===== src/rtl/parser_rule_cfg_if.sv =====
// ============================================================================
// Module : parser_rule_cfg_if
// Desc   : Config word stream, rule write bus and status for parser_rule_cfg.
//          Readback signals are present only when PARSER_CFG_READBACK_EN is defined.
// Rev    : 1.0
// ============================================================================
`default_nettype none

interface parser_rule_cfg_if #(
  parameter int RULE_NUM         = 8,
  parameter int TYPE_NUM         = 2,
  parameter int TYPE_WIDTH       = 16,
  parameter int KEY_FILED_NUM    = 4,
  parameter int KEY_OFFSET_WIDTH = 6,
  parameter int HEAD_SHIFT_WIDTH = 6,
  parameter int META_SHIFT_WIDTH = 8,
  parameter int CFG_WIDTH        = 32
);
  logic                                      i_cfg_valid;
  logic                                      o_cfg_ready;
  logic [CFG_WIDTH-1:0]                      i_cfg_data;
  logic [RULE_NUM-1:0]                       o_rule_wren;
  logic                                      o_typeRule_valid;
  logic [TYPE_NUM*TYPE_WIDTH-1:0]            o_typeRule_typeData;
  logic [TYPE_NUM*TYPE_WIDTH-1:0]            o_typeRule_typeMask;
  logic [KEY_FILED_NUM*KEY_OFFSET_WIDTH-1:0] o_typeRule_keyOffset;
  logic [HEAD_SHIFT_WIDTH-1:0]               o_typeRule_headShift;
  logic [META_SHIFT_WIDTH-1:0]               o_typeRule_metaShift;
  logic [RULE_NUM-1:0]                       o_rule_valid_map;
  logic                                      o_done;
  logic                                      o_err;
`ifdef PARSER_CFG_READBACK_EN
  logic                                      o_rd_valid;
  logic                                      i_rd_ready;
  logic [CFG_WIDTH-1:0]                      o_rd_data;

  modport slave (
    input  i_cfg_valid, i_cfg_data, i_rd_ready,
    output o_cfg_ready, o_rule_wren, o_typeRule_valid, o_typeRule_typeData,
           o_typeRule_typeMask, o_typeRule_keyOffset, o_typeRule_headShift,
           o_typeRule_metaShift, o_rule_valid_map, o_done, o_err,
           o_rd_valid, o_rd_data
  );
  modport master (
    output i_cfg_valid, i_cfg_data, i_rd_ready,
    input  o_cfg_ready, o_rule_wren, o_typeRule_valid, o_typeRule_typeData,
           o_typeRule_typeMask, o_typeRule_keyOffset, o_typeRule_headShift,
           o_typeRule_metaShift, o_rule_valid_map, o_done, o_err,
           o_rd_valid, o_rd_data
  );
`else
  modport slave (
    input  i_cfg_valid, i_cfg_data,
    output o_cfg_ready, o_rule_wren, o_typeRule_valid, o_typeRule_typeData,
           o_typeRule_typeMask, o_typeRule_keyOffset, o_typeRule_headShift,
           o_typeRule_metaShift, o_rule_valid_map, o_done, o_err
  );
  modport master (
    output i_cfg_valid, i_cfg_data,
    input  o_cfg_ready, o_rule_wren, o_typeRule_valid, o_typeRule_typeData,
           o_typeRule_typeMask, o_typeRule_keyOffset, o_typeRule_headShift,
           o_typeRule_metaShift, o_rule_valid_map, o_done, o_err
  );
`endif
endinterface

`default_nettype wire


===== src/rtl/parser_rule_cfg.sv =====
// ============================================================================
// Module : parser_rule_cfg
// Desc   : Assembles rule records from a config word stream and issues a
//          one-hot rule write pulse. Readback: define PARSER_CFG_READBACK_EN.
// Rev    : 1.0
// ============================================================================
`default_nettype none

module parser_rule_cfg #(
  parameter int RULE_NUM         = 8,
  parameter int TYPE_NUM         = 2,
  parameter int TYPE_WIDTH       = 16,
  parameter int KEY_FILED_NUM    = 4,
  parameter int KEY_OFFSET_WIDTH = 6,
  parameter int HEAD_SHIFT_WIDTH = 6,
  parameter int META_SHIFT_WIDTH = 8,
  parameter int CFG_WIDTH        = 32
) (
  input  logic            i_clk,
  input  logic            i_rst,
  parser_rule_cfg_if.slave cfg
);
  localparam int TB_W      = TYPE_NUM * TYPE_WIDTH;
  localparam int KO_W      = KEY_FILED_NUM * KEY_OFFSET_WIDTH;
  localparam int RULE_BITS = 1 + 2 * TB_W + KO_W + HEAD_SHIFT_WIDTH + META_SHIFT_WIDTH;
  localparam int WORDS     = (RULE_BITS + CFG_WIDTH - 1) / CFG_WIDTH;
  localparam int BUF_W     = WORDS * CFG_WIDTH;
  localparam int CNT_W     = (WORDS > 1) ? $clog2(WORDS) : 1;
  localparam int OFF_TD    = 1;
  localparam int OFF_TM    = OFF_TD + TB_W;
  localparam int OFF_KO    = OFF_TM + TB_W;
  localparam int OFF_HS    = OFF_KO + KO_W;
  localparam int OFF_MS    = OFF_HS + HEAD_SHIFT_WIDTH;

  localparam logic [1:0] OP_WRITE = 2'd0;
  localparam logic [1:0] OP_CLEAR = 2'd1;
  localparam logic [1:0] OP_READ  = 2'd2;

`ifdef PARSER_CFG_READBACK_EN
  localparam int IDX_W = (RULE_NUM > 1) ? $clog2(RULE_NUM) : 1;
  typedef enum logic [2:0] {
    S_IDLE   = 3'd0,
    S_LOAD   = 3'd1,
    S_COMMIT = 3'd2,
    S_CLEAR  = 3'd3,
    S_READ   = 3'd4
  } state_t;
`else
  typedef enum logic [1:0] {
    S_IDLE   = 2'd0,
    S_LOAD   = 2'd1,
    S_COMMIT = 2'd2,
    S_CLEAR  = 2'd3
  } state_t;
`endif

  state_t               state_q, state_d;
  logic [CNT_W-1:0]     cnt_q, cnt_d;
  logic [7:0]           idx_q, idx_d;
  logic [BUF_W-1:0]     buf_q, buf_d;
  logic [RULE_BITS-1:0] rule_q, rule_d;
  logic [RULE_NUM-1:0]  map_q, map_d;
  logic                 err_q, err_d;

  logic                 w_ready;
  logic                 w_xfer;
  logic                 w_hdr_in_range;
  logic                 w_in_range;
  logic [RULE_NUM-1:0]  w_hit;
  logic [RULE_NUM-1:0]  w_wren;
  logic                 w_done;
  logic                 w_commit_err;

  for (genvar gi = 0; gi < RULE_NUM; gi++) begin : g_hit
    assign w_hit[gi] = (idx_q == 8'(gi));
  end

  assign w_in_range     = |w_hit;
  assign w_hdr_in_range = ({1'b0, cfg.i_cfg_data[15:8]} < 9'(RULE_NUM));
  assign w_ready        = !i_rst && ((state_q == S_IDLE) || (state_q == S_LOAD));
  assign w_xfer         = cfg.i_cfg_valid && w_ready;

`ifdef PARSER_CFG_READBACK_EN
  logic [RULE_BITS-1:0] shadow_q [RULE_NUM];
  logic                 rd_done_q, rd_done_d;
  logic [BUF_W-1:0]     w_rd_buf;
  logic                 w_rd_valid;
  logic [CFG_WIDTH-1:0] w_rd_data;

  assign w_rd_buf = BUF_W'(shadow_q[idx_q[IDX_W-1:0]]);
`endif

  always_comb begin
    state_d      = state_q;
    cnt_d        = cnt_q;
    idx_d        = idx_q;
    buf_d        = buf_q;
    rule_d       = rule_q;
    map_d        = map_q;
    err_d        = 1'b0;
    w_wren       = '0;
    w_done       = 1'b0;
    w_commit_err = 1'b0;
`ifdef PARSER_CFG_READBACK_EN
    rd_done_d    = 1'b0;
    w_rd_valid   = 1'b0;
    w_rd_data    = '0;
`endif
    unique case (state_q)
      S_IDLE: begin
        if (w_xfer) begin
          idx_d = cfg.i_cfg_data[15:8];
          cnt_d = '0;
          case (cfg.i_cfg_data[1:0])
            OP_WRITE: state_d = S_LOAD;
            OP_CLEAR: begin
              state_d = S_CLEAR;
              rule_d  = '0;
            end
`ifdef PARSER_CFG_READBACK_EN
            OP_READ: begin
              if (w_hdr_in_range) state_d = S_READ;
              else                err_d   = 1'b1;
            end
`else
            OP_READ:  err_d = 1'b1;
`endif
            default:  err_d = 1'b1;
          endcase
        end
      end
      S_LOAD: begin
        if (w_xfer) begin
          buf_d[cnt_q*CFG_WIDTH +: CFG_WIDTH] = cfg.i_cfg_data;
          cnt_d = cnt_q + CNT_W'(1);
          if (cnt_q == CNT_W'(WORDS - 1)) begin
            state_d = S_COMMIT;
            rule_d  = buf_d[RULE_BITS-1:0];
          end
        end
      end
      S_COMMIT: begin
        w_wren = w_hit;
        if (w_in_range) begin
          w_done = 1'b1;
          map_d  = rule_q[0] ? (map_q | w_hit) : (map_q & ~w_hit);
        end else begin
          w_commit_err = 1'b1;
        end
        state_d = S_IDLE;
      end
      S_CLEAR: begin
        w_wren  = '1;
        w_done  = 1'b1;
        map_d   = '0;
        state_d = S_IDLE;
      end
`ifdef PARSER_CFG_READBACK_EN
      S_READ: begin
        w_rd_valid = 1'b1;
        w_rd_data  = w_rd_buf[cnt_q*CFG_WIDTH +: CFG_WIDTH];
        if (cfg.i_rd_ready) begin
          cnt_d = cnt_q + CNT_W'(1);
          if (cnt_q == CNT_W'(WORDS - 1)) begin
            state_d   = S_IDLE;
            rd_done_d = 1'b1;
          end
        end
      end
`endif
      default: state_d = S_IDLE;
    endcase
  end

  always_ff @(posedge i_clk or posedge i_rst) begin
    if (i_rst) begin
      state_q <= S_IDLE;
      cnt_q   <= '0;
      idx_q   <= '0;
      buf_q   <= '0;
      rule_q  <= '0;
      map_q   <= '0;
      err_q   <= 1'b0;
    end else begin
      state_q <= state_d;
      cnt_q   <= cnt_d;
      idx_q   <= idx_d;
      buf_q   <= buf_d;
      rule_q  <= rule_d;
      map_q   <= map_d;
      err_q   <= err_d;
    end
  end

`ifdef PARSER_CFG_READBACK_EN
  // Shadow mirrors exactly what the lookup tables received.
  always_ff @(posedge i_clk or posedge i_rst) begin
    if (i_rst) begin
      rd_done_q <= 1'b0;
      for (int i = 0; i < RULE_NUM; i++) shadow_q[i] <= '0;
    end else begin
      rd_done_q <= rd_done_d;
      if (state_q == S_CLEAR) begin
        for (int i = 0; i < RULE_NUM; i++) shadow_q[i] <= '0;
      end else if ((state_q == S_COMMIT) && w_in_range) begin
        shadow_q[idx_q[IDX_W-1:0]] <= rule_q;
      end
    end
  end

  assign cfg.o_rd_valid = w_rd_valid;
  assign cfg.o_rd_data  = w_rd_data;
  assign cfg.o_done     = w_done | rd_done_q;
`else
  assign cfg.o_done     = w_done;
`endif

  assign cfg.o_cfg_ready          = w_ready;
  assign cfg.o_rule_wren          = w_wren;
  assign cfg.o_err                = err_q | w_commit_err;
  assign cfg.o_rule_valid_map     = map_q;
  assign cfg.o_typeRule_valid     = rule_q[0];
  assign cfg.o_typeRule_typeData  = rule_q[OFF_TD +: TB_W];
  assign cfg.o_typeRule_typeMask  = rule_q[OFF_TM +: TB_W];
  assign cfg.o_typeRule_keyOffset = rule_q[OFF_KO +: KO_W];
  assign cfg.o_typeRule_headShift = rule_q[OFF_HS +: HEAD_SHIFT_WIDTH];
  assign cfg.o_typeRule_metaShift = rule_q[OFF_MS +: META_SHIFT_WIDTH];

endmodule

`default_nettype wire


===== src/flat_wrapper.sv =====
// flat-port wrapper written by rule: the top's interface ports become plain ports
module parser_rule_cfg_flat 
#(
  parameter int RULE_NUM         = 8,
  parameter int TYPE_NUM         = 2,
  parameter int TYPE_WIDTH       = 16,
  parameter int KEY_FILED_NUM    = 4,
  parameter int KEY_OFFSET_WIDTH = 6,
  parameter int HEAD_SHIFT_WIDTH = 6,
  parameter int META_SHIFT_WIDTH = 8,
  parameter int CFG_WIDTH        = 32
)
  (i_clk, i_rst, cfg_i_cfg_valid, cfg_i_cfg_data, cfg_o_cfg_ready, cfg_o_rule_wren, cfg_o_typeRule_valid, cfg_o_typeRule_typeData, cfg_o_typeRule_typeMask, cfg_o_typeRule_keyOffset, cfg_o_typeRule_headShift, cfg_o_typeRule_metaShift, cfg_o_rule_valid_map, cfg_o_done, cfg_o_err);
  parser_rule_cfg_if #(.RULE_NUM(RULE_NUM), .TYPE_NUM(TYPE_NUM), .TYPE_WIDTH(TYPE_WIDTH), .KEY_FILED_NUM(KEY_FILED_NUM), .KEY_OFFSET_WIDTH(KEY_OFFSET_WIDTH), .HEAD_SHIFT_WIDTH(HEAD_SHIFT_WIDTH), .META_SHIFT_WIDTH(META_SHIFT_WIDTH), .CFG_WIDTH(CFG_WIDTH)) cfg_i ();
  input  logic i_clk;
  input  logic i_rst;
  input wire logic [$bits(cfg_i.i_cfg_valid)-1:0] cfg_i_cfg_valid;
  input wire logic [$bits(cfg_i.i_cfg_data)-1:0] cfg_i_cfg_data;
  output wire logic [$bits(cfg_i.o_cfg_ready)-1:0] cfg_o_cfg_ready;
  output wire logic [$bits(cfg_i.o_rule_wren)-1:0] cfg_o_rule_wren;
  output wire logic [$bits(cfg_i.o_typeRule_valid)-1:0] cfg_o_typeRule_valid;
  output wire logic [$bits(cfg_i.o_typeRule_typeData)-1:0] cfg_o_typeRule_typeData;
  output wire logic [$bits(cfg_i.o_typeRule_typeMask)-1:0] cfg_o_typeRule_typeMask;
  output wire logic [$bits(cfg_i.o_typeRule_keyOffset)-1:0] cfg_o_typeRule_keyOffset;
  output wire logic [$bits(cfg_i.o_typeRule_headShift)-1:0] cfg_o_typeRule_headShift;
  output wire logic [$bits(cfg_i.o_typeRule_metaShift)-1:0] cfg_o_typeRule_metaShift;
  output wire logic [$bits(cfg_i.o_rule_valid_map)-1:0] cfg_o_rule_valid_map;
  output wire logic [$bits(cfg_i.o_done)-1:0] cfg_o_done;
  output wire logic [$bits(cfg_i.o_err)-1:0] cfg_o_err;
  assign cfg_i.i_cfg_valid = cfg_i_cfg_valid;
  assign cfg_i.i_cfg_data = cfg_i_cfg_data;
  assign cfg_o_cfg_ready = cfg_i.o_cfg_ready;
  assign cfg_o_rule_wren = cfg_i.o_rule_wren;
  assign cfg_o_typeRule_valid = cfg_i.o_typeRule_valid;
  assign cfg_o_typeRule_typeData = cfg_i.o_typeRule_typeData;
  assign cfg_o_typeRule_typeMask = cfg_i.o_typeRule_typeMask;
  assign cfg_o_typeRule_keyOffset = cfg_i.o_typeRule_keyOffset;
  assign cfg_o_typeRule_headShift = cfg_i.o_typeRule_headShift;
  assign cfg_o_typeRule_metaShift = cfg_i.o_typeRule_metaShift;
  assign cfg_o_rule_valid_map = cfg_i.o_rule_valid_map;
  assign cfg_o_done = cfg_i.o_done;
  assign cfg_o_err = cfg_i.o_err;
  parser_rule_cfg #(.RULE_NUM(RULE_NUM), .TYPE_NUM(TYPE_NUM), .TYPE_WIDTH(TYPE_WIDTH), .KEY_FILED_NUM(KEY_FILED_NUM), .KEY_OFFSET_WIDTH(KEY_OFFSET_WIDTH), .HEAD_SHIFT_WIDTH(HEAD_SHIFT_WIDTH), .META_SHIFT_WIDTH(META_SHIFT_WIDTH), .CFG_WIDTH(CFG_WIDTH)) u_core (.i_clk(i_clk), .i_rst(i_rst), .cfg(cfg_i));
endmodule

===== config.mk =====
export PLATFORM = sky130hd
export DESIGN_NAME = parser_rule_cfg_flat
export DESIGN_NICKNAME = d
export VERILOG_FILES = /design/src/rtl/parser_rule_cfg_if.sv /design/src/rtl/parser_rule_cfg.sv /design/src/flat_wrapper.sv
export SDC_FILE = /design/constraint.sdc
export NUM_CORES = 1
export LEC_CHECK = 0
export ABC_AREA = 1
export CAP_MARGIN = 20
export CELL_PAD_IN_SITES_DETAIL_PLACEMENT = 2
export CELL_PAD_IN_SITES_GLOBAL_PLACEMENT = 2
export CORE_ASPECT_RATIO = 1.1
export CORE_MARGIN = 2
export CORE_UTILIZATION = 25
export CTS_BUF_LIST = sky130_fd_sc_hd__clkbuf_8
export DETAILED_ROUTE_END_ITERATION = 12
export PLACE_DENSITY_LB_ADDON = 0.1
export RECOVER_POWER = 50
export SLEW_MARGIN = 40
export SYNTH_ARGS = -nofsm -noshare
export SYNTH_HDL_FRONTEND = slang
export SYNTH_SLANG_ARGS = --single-unit

===== constraint.sdc =====
create_clock -name i_clk -period 11 [get_ports i_clk]
set_clock_uncertainty 0.15 [all_clocks]
set_input_delay 2.2 -clock i_clk [delete_from_list [all_inputs] [get_ports i_clk]]
set_output_delay 2.2 -clock i_clk [all_outputs]
set_load 0.02 [all_outputs]

==> results of run 1 <==
[power by group]
part	switching, mW	total, mW	internal (mW)
Clock	0.382	0.845	0.463
Sequential	0.0866	1.09	1.00
Combinational	0.671	0.963	0.292
[worst register-to-register path: stages (launching register included)]
cell,delay (ns)
dfrtp_1,0.56
nor2_1,0.23
nand2_1,0.16
nor2_1,0.20
clkbuf_1,2.11
buf_6,0.79
o21ai_0,0.24
[cell families after synthesis]
kind of cell | after synthesis | share of synthesized area, %
and+or+nand+nor | 681 | 25.4
DFF | 227 | 54.4
AOI/OAI and AO/OA | 173 | 9.64
buffers and inverters | 236 | 9.81
adders and majority gates | 6 | 0.719
[registers in the layout, indices dropped and copies added, names as in the netlist]
name,cells
u_core.rule_q,103
u_core.cfg.o_rule_valid_map,8
u_core.cnt_q,2
u_core.state_q,2
u_core.err_q,1
u_core.buf_q,103
u_core.idx_q,8
[cells in the mapped netlist]
cell	n	area share [%]
dfrtp_1	227	54
o22ai_1	104	6.2
buf_4	12	0.86
buf_2	26	1.2
nor3_1	5	0.24
buf_6	8	0.86
nor2_2	1	0.060
o21ai_1	4	0.19
o21ai_0	63	3.0
buf_1	1	0.036
inv_1	152	5.5
nand4_1	1	0.060
clkbuf_1	33	1.2
inv_2	4	0.14
o211ai_2	1	0.12
ha_1	6	0.72
nand2_1	594	21
nand2_2	2	0.12
o31ai_1	1	0.072
nor2_4	2	0.22
nor2_1	26	0.94
nand3_1	50	2.4
[metal layers]
layer  wire [um]  vias to the layer above  GRT usage (%)
met3        1160                       42           2.69
li1            -                     4389              -
met5           0                        -              0
met1       17100                     4676           23.0
met2       18200                      141           30.7
met4         639                        0           4.43
[worst min path at each step]
stage | endpoint | start
after floorplan | u_core.buf_q[0]$_DFFE_PP0P_ | u_core.buf_q[0]$_DFFE_PP0P_
after global placement | u_core.rule_q[53]$_DFFE_PP0P_ | u_core.rule_q[53]$_DFFE_PP0P_
after detailed placement | u_core.rule_q[33]$_DFFE_PP0P_ | u_core.rule_q[33]$_DFFE_PP0P_
after CTS | u_core.rule_q[33]$_DFFE_PP0P_ | u_core.rule_q[33]$_DFFE_PP0P_
after global routing | u_core.rule_q[51]$_DFFE_PP0P_ | u_core.rule_q[51]$_DFFE_PP0P_
final | u_core.rule_q[39]$_DFFE_PP0P_ | u_core.rule_q[39]$_DFFE_PP0P_
[area by class of cell]
cell class	instances	area (um^2)	share of cell area [%]
flip-flops and latches	227	5680	42.8
multi-input cells	860	3750	28.3
repair buffers	168	1680	12.7
clock buffers	54	743	5.60
well taps	560	701	5.28
inverters	156	588	4.43
clock inverters	23	121	0.915
==> flow_metrics.py, run 1 <==
metrics = {
    "status": {
        "status": "finished with violations",
        "violations": "max-capacitance violations, max-slew violations",
    },
    "timing": {
        "setup_ws_ns": 4.84,
        "hold_viol": 0,
        "max_freq_mhz": 162,
        "rsz0062_at_grt": "false",
        "whs_ns": 0.321,
        "slew_violations": 252,
        "fin_crit_sh_pct": 56.0,
        "fin_setup_tns_ns": 0,
        "max_slew_margin_pct": -168,
        "setup-violations-final": 0,
        "tightest_slew_ns": 4.00,
        "fin_crit_ns": 6.16,
    },
    "die": {
        "start_util_pct": 25.3,
        "die_w_um": 199,
        "die_area_um2": 43400,
        "core_region_area_um2": 41200,
        "num_io_pins": 157,
        "die_h_um": 218,
        "std_cell_rows": 78,
    },
    "worst_setup_path": {
        "worst_r2r_endpoint": "u_core.buf_q[36]$_DFFE_PP0P_",
        "path_depth": 7,
        "endpoint_kind": "flip-flop",
        "critical-path-max-stage-delay_ns": 2.11,
        "cp.arrival_ns": 6.42,
        "ff2ff_path_depth": 6,
        "worst_path_most_repeated_cell": "nor2_1",
        "r2r_slack_ns": 6.41,
        "cp-start-kind": "primary input",
        "endpoint": "u_core.buf_q[36]$_DFFE_PP0P_",
        "critical_path_class": "primary input to flip-flop",
        "cp_top_family": "buffers and inverters",
        "required_ns": 11.25,
        "r2r_start": "u_core.state_q[1]$_DFFE_PP0P_",
        "cp_cell_sequence": "dlygate4sd3_1 -> nor2_1 -> nand2_1 -> nor2_1 -> clkbuf_1 -> buf_6 -> o21ai_0",
        "path_max_fanout": 102,
        "critPathLaunch": "i_rst",
        "cp_slowest_cell": "clkbuf_1",
        "critPathBufInv": 3,
    },
    "finish": {
        "final_common_cell": "nand2_1",
        "final_cells": 2048,
        "fin_area_um2": 13300,
        "n_fill_cell": 4758,
        "final_cell_mix": "nand2_1, dfrtp_1, inv_1",
        "postLayoutCoreUtil_pct": 32.2,
        "antennaDiodeCount": 0,
        "drive_above_1_share_pct": 5.31,
        "nets": 1499,
        "area_growth_pct": 27.1,
    },
    "flow_run": {
        "cap_violations": 4,
    },
    "placement": {
        "dp_cells": 1971,
        "post_dp_cell_area_um2": 12400,
        "gp_congestion": 0.707,
        "place_ws_ns": 5.13,
        "place_hpwl_um": 23600,
        "port-buffer-count": 156,
    },
    "detailed_routing": {
        "firstDrtPassIters": 4,
        "routed_via_density": 4.52,
        "vias": 9248,
        "drtIter0Drc": 315,
        "drc": 0,
        "ant_nets": 0,
        "routed_wl_um": 37000,
        "wl_per_cell_um": 18.1,
    },
    "clocking": {
        "clk_latency_ns": 0.57,
        "postCtsHoldBufs": 0,
        "clock_sinks": 227,
        "clk_path_buf_depth": 3,
        "cts_setup_buffers": 0,
        "post_cts_resized": 0,
        "cts_root_buf": "clkbuf_8",
        "clk_pin_slew_ns": 0.06,
        "numCtsBuffers": 45,
        "h-tree-depth": 2,
        "cts_tree": "built",
    },
    "power_and_ir_drop": {
        "power_mw": 2.90,
        "powerDensity_nw_per_um2": 218,
        "p_leak_nw": 6.51,
        "max-vdd-ir-drop_v": 0.0000932,
    },
    "grt": {
        "grt_usage_pct": 17.7,
        "antenna_found_initial": 0,
        "grt_pass1_vias": 10300,
        "grt_max_degree": 103,
        "grt_overflow": 0,
        "grt_pass1_wl_um": 59700,
    },
    "synth": {
        "syn_inst": 1323,
        "synth_seq_cells": 227,
        "syn_area_per_cell_um2": 7.89,
        "synth_area_um2": 10400,
        "seq_area_frac_synth_pct": 54.4,
        "synthDistinctLibCells": 22,
        "yosysWarnings": 0,
        "syn_nets": 1364,
    },
    "hold_path": {
        "hold_depth": 2,
        "hp-class": "flip-flop to flip-flop",
    },
}
Note: power is estimated with default switching activity, not from simulation.
==> run 2, diff against run 1 <==
clock period = 5 ns   (was 11 ns; I/O delays follow)
==> run 2 against run 1 <==
  * Power up 130%
  * Core utilization up 0.36 points
  * Critical endpoint is now u_core.cnt_q[1]$_DFFE_PP0P_
  * Sequential cell count unchanged
  * Register-to-register slack lost 5.0 ns
  * Critical path depth down 1
  * The flow still finishes with violations (max-capacitance violations, max-slew violations)
  * Largest power group unchanged
  * Non-clock buffer count grew 8
  * Worst setup slack worse by 3.8 ns
  * Count of clock-buffer cells in the layout rose by 7
  * Die area is the same
  * Wire length rose by 0.25%
  * Critical path type unchanged
  * Cell area is 1.1% higher
  * Hold slack lost 0.0011 ns
==> flow_metrics.py, run 2 (synthesis results as in run 1) <==
metrics = {
    "status": {
        "status": "finished with violations",
        "violations": "max-capacitance violations, max-slew violations",
    },
    "detailed_routing": {
        "drc": 0,
        "routed_wl_um": 37100,
        "wl_per_cell_um": 18.1,
        "vias": 9235,
        "routed_via_density": 4.49,
        "ant_nets": 0,
        "firstDrtPassIters": 4,
        "drtIter0Drc": 339,
    },
    "finish": {
        "fin_area_um2": 13400,
        "area_growth_pct": 28.6,
        "antennaDiodeCount": 0,
        "nets": 1507,
        "final-seq-area_um2": 5680,
        "reg_top3": "u_core.buf_q x103, u_core.rule_q x103",
        "postLayoutCoreUtil_pct": 32.6,
        "drive_above_1_share_pct": 6.08,
        "n_fill_cell": 4746,
        "multi_input_area_um2": 3750,
        "final_cell_mix": "nand2_1, dfrtp_1, inv_1",
        "final_common_cell": "nand2_1",
    },
    "grt": {
        "grt_usage_pct": 17.9,
        "met2_usage_pct": 30.7,
        "grt_overflow": 0,
        "use_met3_pct": 3.67,
        "grt_busiest_layer": "met2",
        "grt_pass1_vias": 10300,
        "grt_max_degree": 162,
        "grt_use_met1_pct": 22.9,
        "antenna_found_initial": 0,
        "grt_pass1_wl_um": 59900,
    },
    "timing": {
        "slew_violations": 313,
        "max_freq_mhz": 252,
        "tightest_slew_ns": 2.10,
        "max_slew_margin_pct": -40.5,
        "hold_viol": 0,
        "fin_setup_tns_ns": 0,
        "setup-violations-final": 0,
        "fin_crit_sh_pct": 79.2,
        "whs_ns": 0.320,
        "fin_crit_ns": 3.96,
        "rsz0062_at_grt": "false",
    },
    "hold_path": {
        "hp-class": "flip-flop to flip-flop",
    },
    "die": {
        "num_io_pins": 157,
        "die_w_um": 199,
        "start_util_pct": 25.3,
        "std_cell_rows": 78,
        "core_region_area_um2": 41200,
        "die_area_um2": 43400,
        "die_h_um": 218,
    },
    "clocking": {
        "cts_tree": "built",
        "clock_sinks": 227,
        "h-tree-depth": 2,
        "clk_pin_slew_ns": 0.06,
        "cts_root_buf": "clkbuf_8",
        "cts_setup_buffers": 0,
        "clk_latency_ns": 0.60,
        "numCtsBuffers": 45,
        "post_cts_resized": 0,
        "postCtsHoldBufs": 0,
        "clk_path_buf_depth": 3,
    },
    "power_and_ir_drop": {
        "swShare_pct": 38.3,
        "power_mw": 6.62,
        "seqPwrFrac_pct": 36.2,
        "internal_power_mw": 4.09,
        "p_leak_nw": 6.56,
        "powerDensity_nw_per_um2": 493,
        "max-vdd-ir-drop_v": 0.000223,
        "switchingPower_mw": 2.53,
        "combPwrFrac_pct": 32.0,
        "p_clk_share_pct": 31.7,
    },
    "flow_run": {
        "cap_violations": 5,
    },
    "placement": {
        "post_dp_cell_area_um2": 12600,
        "gp_congestion": 0.730,
        "port-buffer-count": 156,
        "place_hpwl_um": 24200,
    },
    "worst_setup_path": {
        "cp_cell_sequence": "dlygate4sd3_1 -> nor2_1 -> nand2_1 -> nor2_4 -> clkinvlp_2 -> o22ai_1",
        "cp-start-kind": "primary input",
        "critical_path_class": "primary input to flip-flop",
        "cp.arrival_ns": 4.25,
        "path_max_fanout": 47,
        "required_ns": 5.29,
        "critical-path-max-stage-delay_ns": 1.59,
        "cp_slowest_cell": "clkinvlp_2",
        "endpoint_kind": "flip-flop",
    },
}
==> run 2: cell types whose count changed in the layout (fill, tap and decap cells not counted), moves of 2 or more <==
cell       previous run  this run
clkbuf_2              0         2
buf_12                1         3
inv_1               170       160
clkinv_2              1         5
clkbuf_1              2         9
buf_4                 7         5
clkbuf_8             54        61
bufinv_16             1         3
==> run 2: metrics by stage <==
stage               setup slack (ns)  std cells
floorplan                      0.884       1323
global route                   0.541       2057
finish                          1.04       2057
global placement                1.62       1975
detailed placement              1.60       1979
CTS                             1.03       2057
==> run 2: power by group through the flow <==
stage	Sequential (mW)	Clock, mW	Combinational [mW]
2_1_floorplan	2.43	0	1.40
3_3_place_gp	2.41	0	2.12
3_5_place_dp	2.44	0	2.20
4_1_cts	2.41	2.19	2.22
5_1_grt	2.45	2.28	2.41
6_report	2.40	2.10	2.12
==> run 2: worst paths after layout <==
path	startpoint	endpoint	slack [ns]	depth (start not counted)
max in group asynchronous	i_rst	u_core.rule_q[101]$_DFFE_PP0P_	1.23	4
min reg2reg	u_core.rule_q[38]$_DFFE_PP0P_	u_core.rule_q[38]$_DFFE_PP0P_	0.32	2
min	u_core.rule_q[38]$_DFFE_PP0P_	u_core.rule_q[38]$_DFFE_PP0P_	0.32	2
max	i_rst	u_core.cnt_q[1]$_DFFE_PP0P_	1.04	6
max reg2reg	u_core.state_q[1]$_DFFE_PP0P_	u_core.cnt_q[1]$_DFFE_PP0P_	1.42	5
min in group asynchronous	i_rst	u_core.idx_q[5]$_DFFE_PP0P_	0.78	2
==> run 2: routing by layer <==
layer	wire, um	share of wire, %	vias to the layer above
met5	0	0	-
met4	642	1.7	0
met3	1380	3.7	42
met2	18300	49	140
met1	16800	45	4643
li1	-	-	4410
==> run 2: critical path, delay by kind of cell <==
kind	cells	cell delay (ns)
buffers and inverters	2	2.16
AO/OA/AOI/OAI	1	0.59
AND/OR/NAND/NOR	3	0.47
==> run 2: area by class of cell <==
type,count,area share (%)
clock inverters,17,1.13
flip-flops and latches,227,42.3
repair buffers,176,12.7
inverters,156,4.39
clock buffers,61,6.26
well taps,560,5.22
multi-input cells,860,27.9
==> run 3, diff against run 2 <==
clock period = 4.1 ns   (was 5 ns; I/O delays follow)
==> run 3 against run 2 <==
  * The flow still finishes with violations (max-capacitance violations, max-slew violations)
  * Sequential cell count stayed put
  * Via count is 0.93% higher
  * Global-route usage is 0.18 points lower
  * Power is 19% higher
  * Worst setup slack worse by 0.43 ns
  * Count of clock-buffer cells in the layout is 2 lower
  * Core utilization is 0.16 points lower
  * Hold slack worse by 0.0061 ns
  * Clock power is 11% higher
  * Non-clock buffer count is 1 lower
  * Largest cell class unchanged
==> flow_metrics.py, run 3 (synthesis results as in run 1) <==
metrics = {
    "timing": {
        "tightest_slew_ns": 1.84,
        "max_slew_margin_pct": -22.4,
        "hold_viol": 0,
        "fin_setup_tns_ns": 0,
        "slew_violations": 162,
        "setup-violations-final": 0,
        "setup_ws_ns": 0.613,
        "fin_crit_ns": 3.49,
        "fin_crit_sh_pct": 85.1,
        "max_freq_mhz": 287,
        "rsz0062_at_grt": "false",
    },
    "grt": {
        "grt_pass1_vias": 10400,
        "grt_overflow": 0,
        "antenna_found_initial": 1,
        "grt_max_degree": 162,
        "grt_pass1_wl_um": 59700,
        "grt_usage_pct": 17.7,
    },
    "finish": {
        "final_cell_mix": "nand2_1, dfrtp_1, inv_1",
        "nets": 1506,
        "area_growth_pct": 28.0,
        "reg_top3": "u_core.buf_q x103, u_core.rule_q x103",
        "final_common_cell": "nand2_1",
        "n_fill_cell": 4808,
        "fin_area_um2": 13400,
        "postLayoutCoreUtil_pct": 32.4,
        "final_cells": 2057,
        "drive_above_1_share_pct": 6.35,
    },
    "die": {
        "die_area_um2": 43400,
        "core_region_area_um2": 41200,
        "std_cell_rows": 78,
        "die_w_um": 199,
        "num_io_pins": 157,
        "die_h_um": 218,
        "start_util_pct": 25.3,
    },
    "worst_setup_path": {
        "cp.arrival_ns": 2.52,
        "critical_path_class": "flip-flop to output pin",
        "path_max_fanout": 10,
        "worst_path_most_repeated_cell": "nand2_1",
        "ff2ff_path_depth": 5,
        "critical-path-max-stage-delay_ns": 0.60,
        "worst_r2r_endpoint": "u_core.rule_q[93]$_DFFE_PP0P_",
        "critPathBufInv": 2,
        "cp_cell_sequence": "nor2_1 -> nand2_1 -> inv_1 -> nand3_1 -> nand2_1 -> clkdlybuf4s50_1",
        "cp_top_family": "buffers and inverters",
        "endpoint_kind": "output pin",
        "critPathLaunch": "u_core.idx_q[4]$_DFFE_PP0P_",
        "required_ns": 3.13,
        "r2r_slack_ns": 0.88,
        "cp_slowest_cell": "clkdlybuf4s50_1",
        "cp-start-kind": "flip-flop",
        "endpoint": "cfg_o_rule_wren[5]",
        "r2r_start": "u_core.cnt_q[0]$_DFFE_PP0P_",
        "path_depth": 6,
    },
    "clocking": {
        "h-tree-depth": 2,
        "cts_root_buf": "clkbuf_8",
        "numCtsBuffers": 45,
        "cts_tree": "built",
        "clock_sinks": 227,
        "clk_latency_ns": 0.58,
        "post_cts_resized": 0,
        "clk_pin_slew_ns": 0.06,
        "clk_path_buf_depth": 3,
        "postCtsHoldBufs": 0,
        "cts_setup_buffers": 0,
    },
    "detailed_routing": {
        "ant_nets": 0,
        "vias": 9321,
        "drtIter0Drc": 306,
        "routed_via_density": 4.53,
        "firstDrtPassIters": 4,
        "wl_per_cell_um": 18.1,
        "drc": 0,
        "routed_wl_um": 37200,
    },
    "placement": {
        "post_dp_cell_area_um2": 12500,
        "place_ws_ns": 1.06,
        "port-buffer-count": 156,
        "dp_cells": 1977,
        "place_hpwl_um": 23700,
        "gp_congestion": 0.721,
    },
    "flow_run": {
        "cap_violations": 1,
    },
    "power_and_ir_drop": {
        "powerDensity_nw_per_um2": 590,
        "p_leak_nw": 6.64,
        "max-vdd-ir-drop_v": 0.000286,
    },
    "hold_path": {
        "hp-start": "u_core.rule_q[102]$_DFFE_PP0P_",
        "hp-class": "flip-flop to flip-flop",
    },
    "status": {
        "status": "finished with violations",
        "violations": "max-capacitance violations, max-slew violations",
    },
}
[run 3: cell types whose count changed in the layout (fill, tap and decap cells not counted), sizes merged]
cell,previous run,this run
clkdlybuf4s50,155,129
diode,0,1
buf,8,13
bufinv,3,0
inv,162,167
clkbuf,73,65
dlygate4sd3,1,27
[run 3: stage by stage]
stage                     hold slack (ns)  total power [mW]
after global placement              0.305              5.58
final                               0.314              7.88
after detailed placement            0.312              5.67
after floorplan                     0.299              4.67
after global routing                0.340              8.50
after CTS                           0.326              8.09
[run 3: worst reg2reg max path: stages, from the launching register on]
cell      delay, ns
dfrtp_1        0.57
ha_1           0.35
o211ai_1       0.76
clkbuf_4       0.96
nand2_1        0.25
nand2_1        0.12
[run 3: per-layer routing]
layer | share of wire, % | global-route usage [%]
met5 | 0 | 0
met4 | 2.1 | 4.83
met3 | 3.4 | 2.75
met2 | 49 | 30.4
met1 | 45 | 23.2
[run 3: area by class of cell]
type | count | area [um^2] | share of cell area (%)
sequential | 227 | 5680 | 42.5
clock buffer | 59 | 812 | 6.08
clock inverter | 19 | 85.1 | 0.637
antenna | 1 | 2.50 | 0.0187
timing repair buffer | 175 | 1750 | 13.1
multi-input combinational | 860 | 3740 | 28.0
tap | 560 | 701 | 5.25
inverter | 156 | 587 | 4.39
[run 3: worst min-delay path by stage]
| stage | to | cells after the start | slack [ns] |
|---|---|---|---|
| 6_report | u_core.rule_q[102]$_DFFE_PP0P_ | 2 | 0.31 |
| 5_1_grt | u_core.rule_q[82]$_DFFE_PP0P_ | 2 | 0.34 |
| 4_1_cts | u_core.rule_q[62]$_DFFE_PP0P_ | 2 | 0.33 |
| 3_5_place_dp | u_core.rule_q[62]$_DFFE_PP0P_ | 2 | 0.31 |
| 3_3_place_gp | u_core.rule_q[102]$_DFFE_PP0P_ | 2 | 0.31 |
| 2_1_floorplan | u_core.buf_q[0]$_DFFE_PP0P_ | 2 | 0.30 |
[run 3: power by group]
group	total (mW)	leakage, nW	internal [mW]	switching [mW]
Sequential	2.92	3.09	2.69	0.233
Combinational	2.62	3.03	0.820	1.80
Clock	2.34	0.508	1.28	1.06
Total	7.88	6.64	4.79	3.09
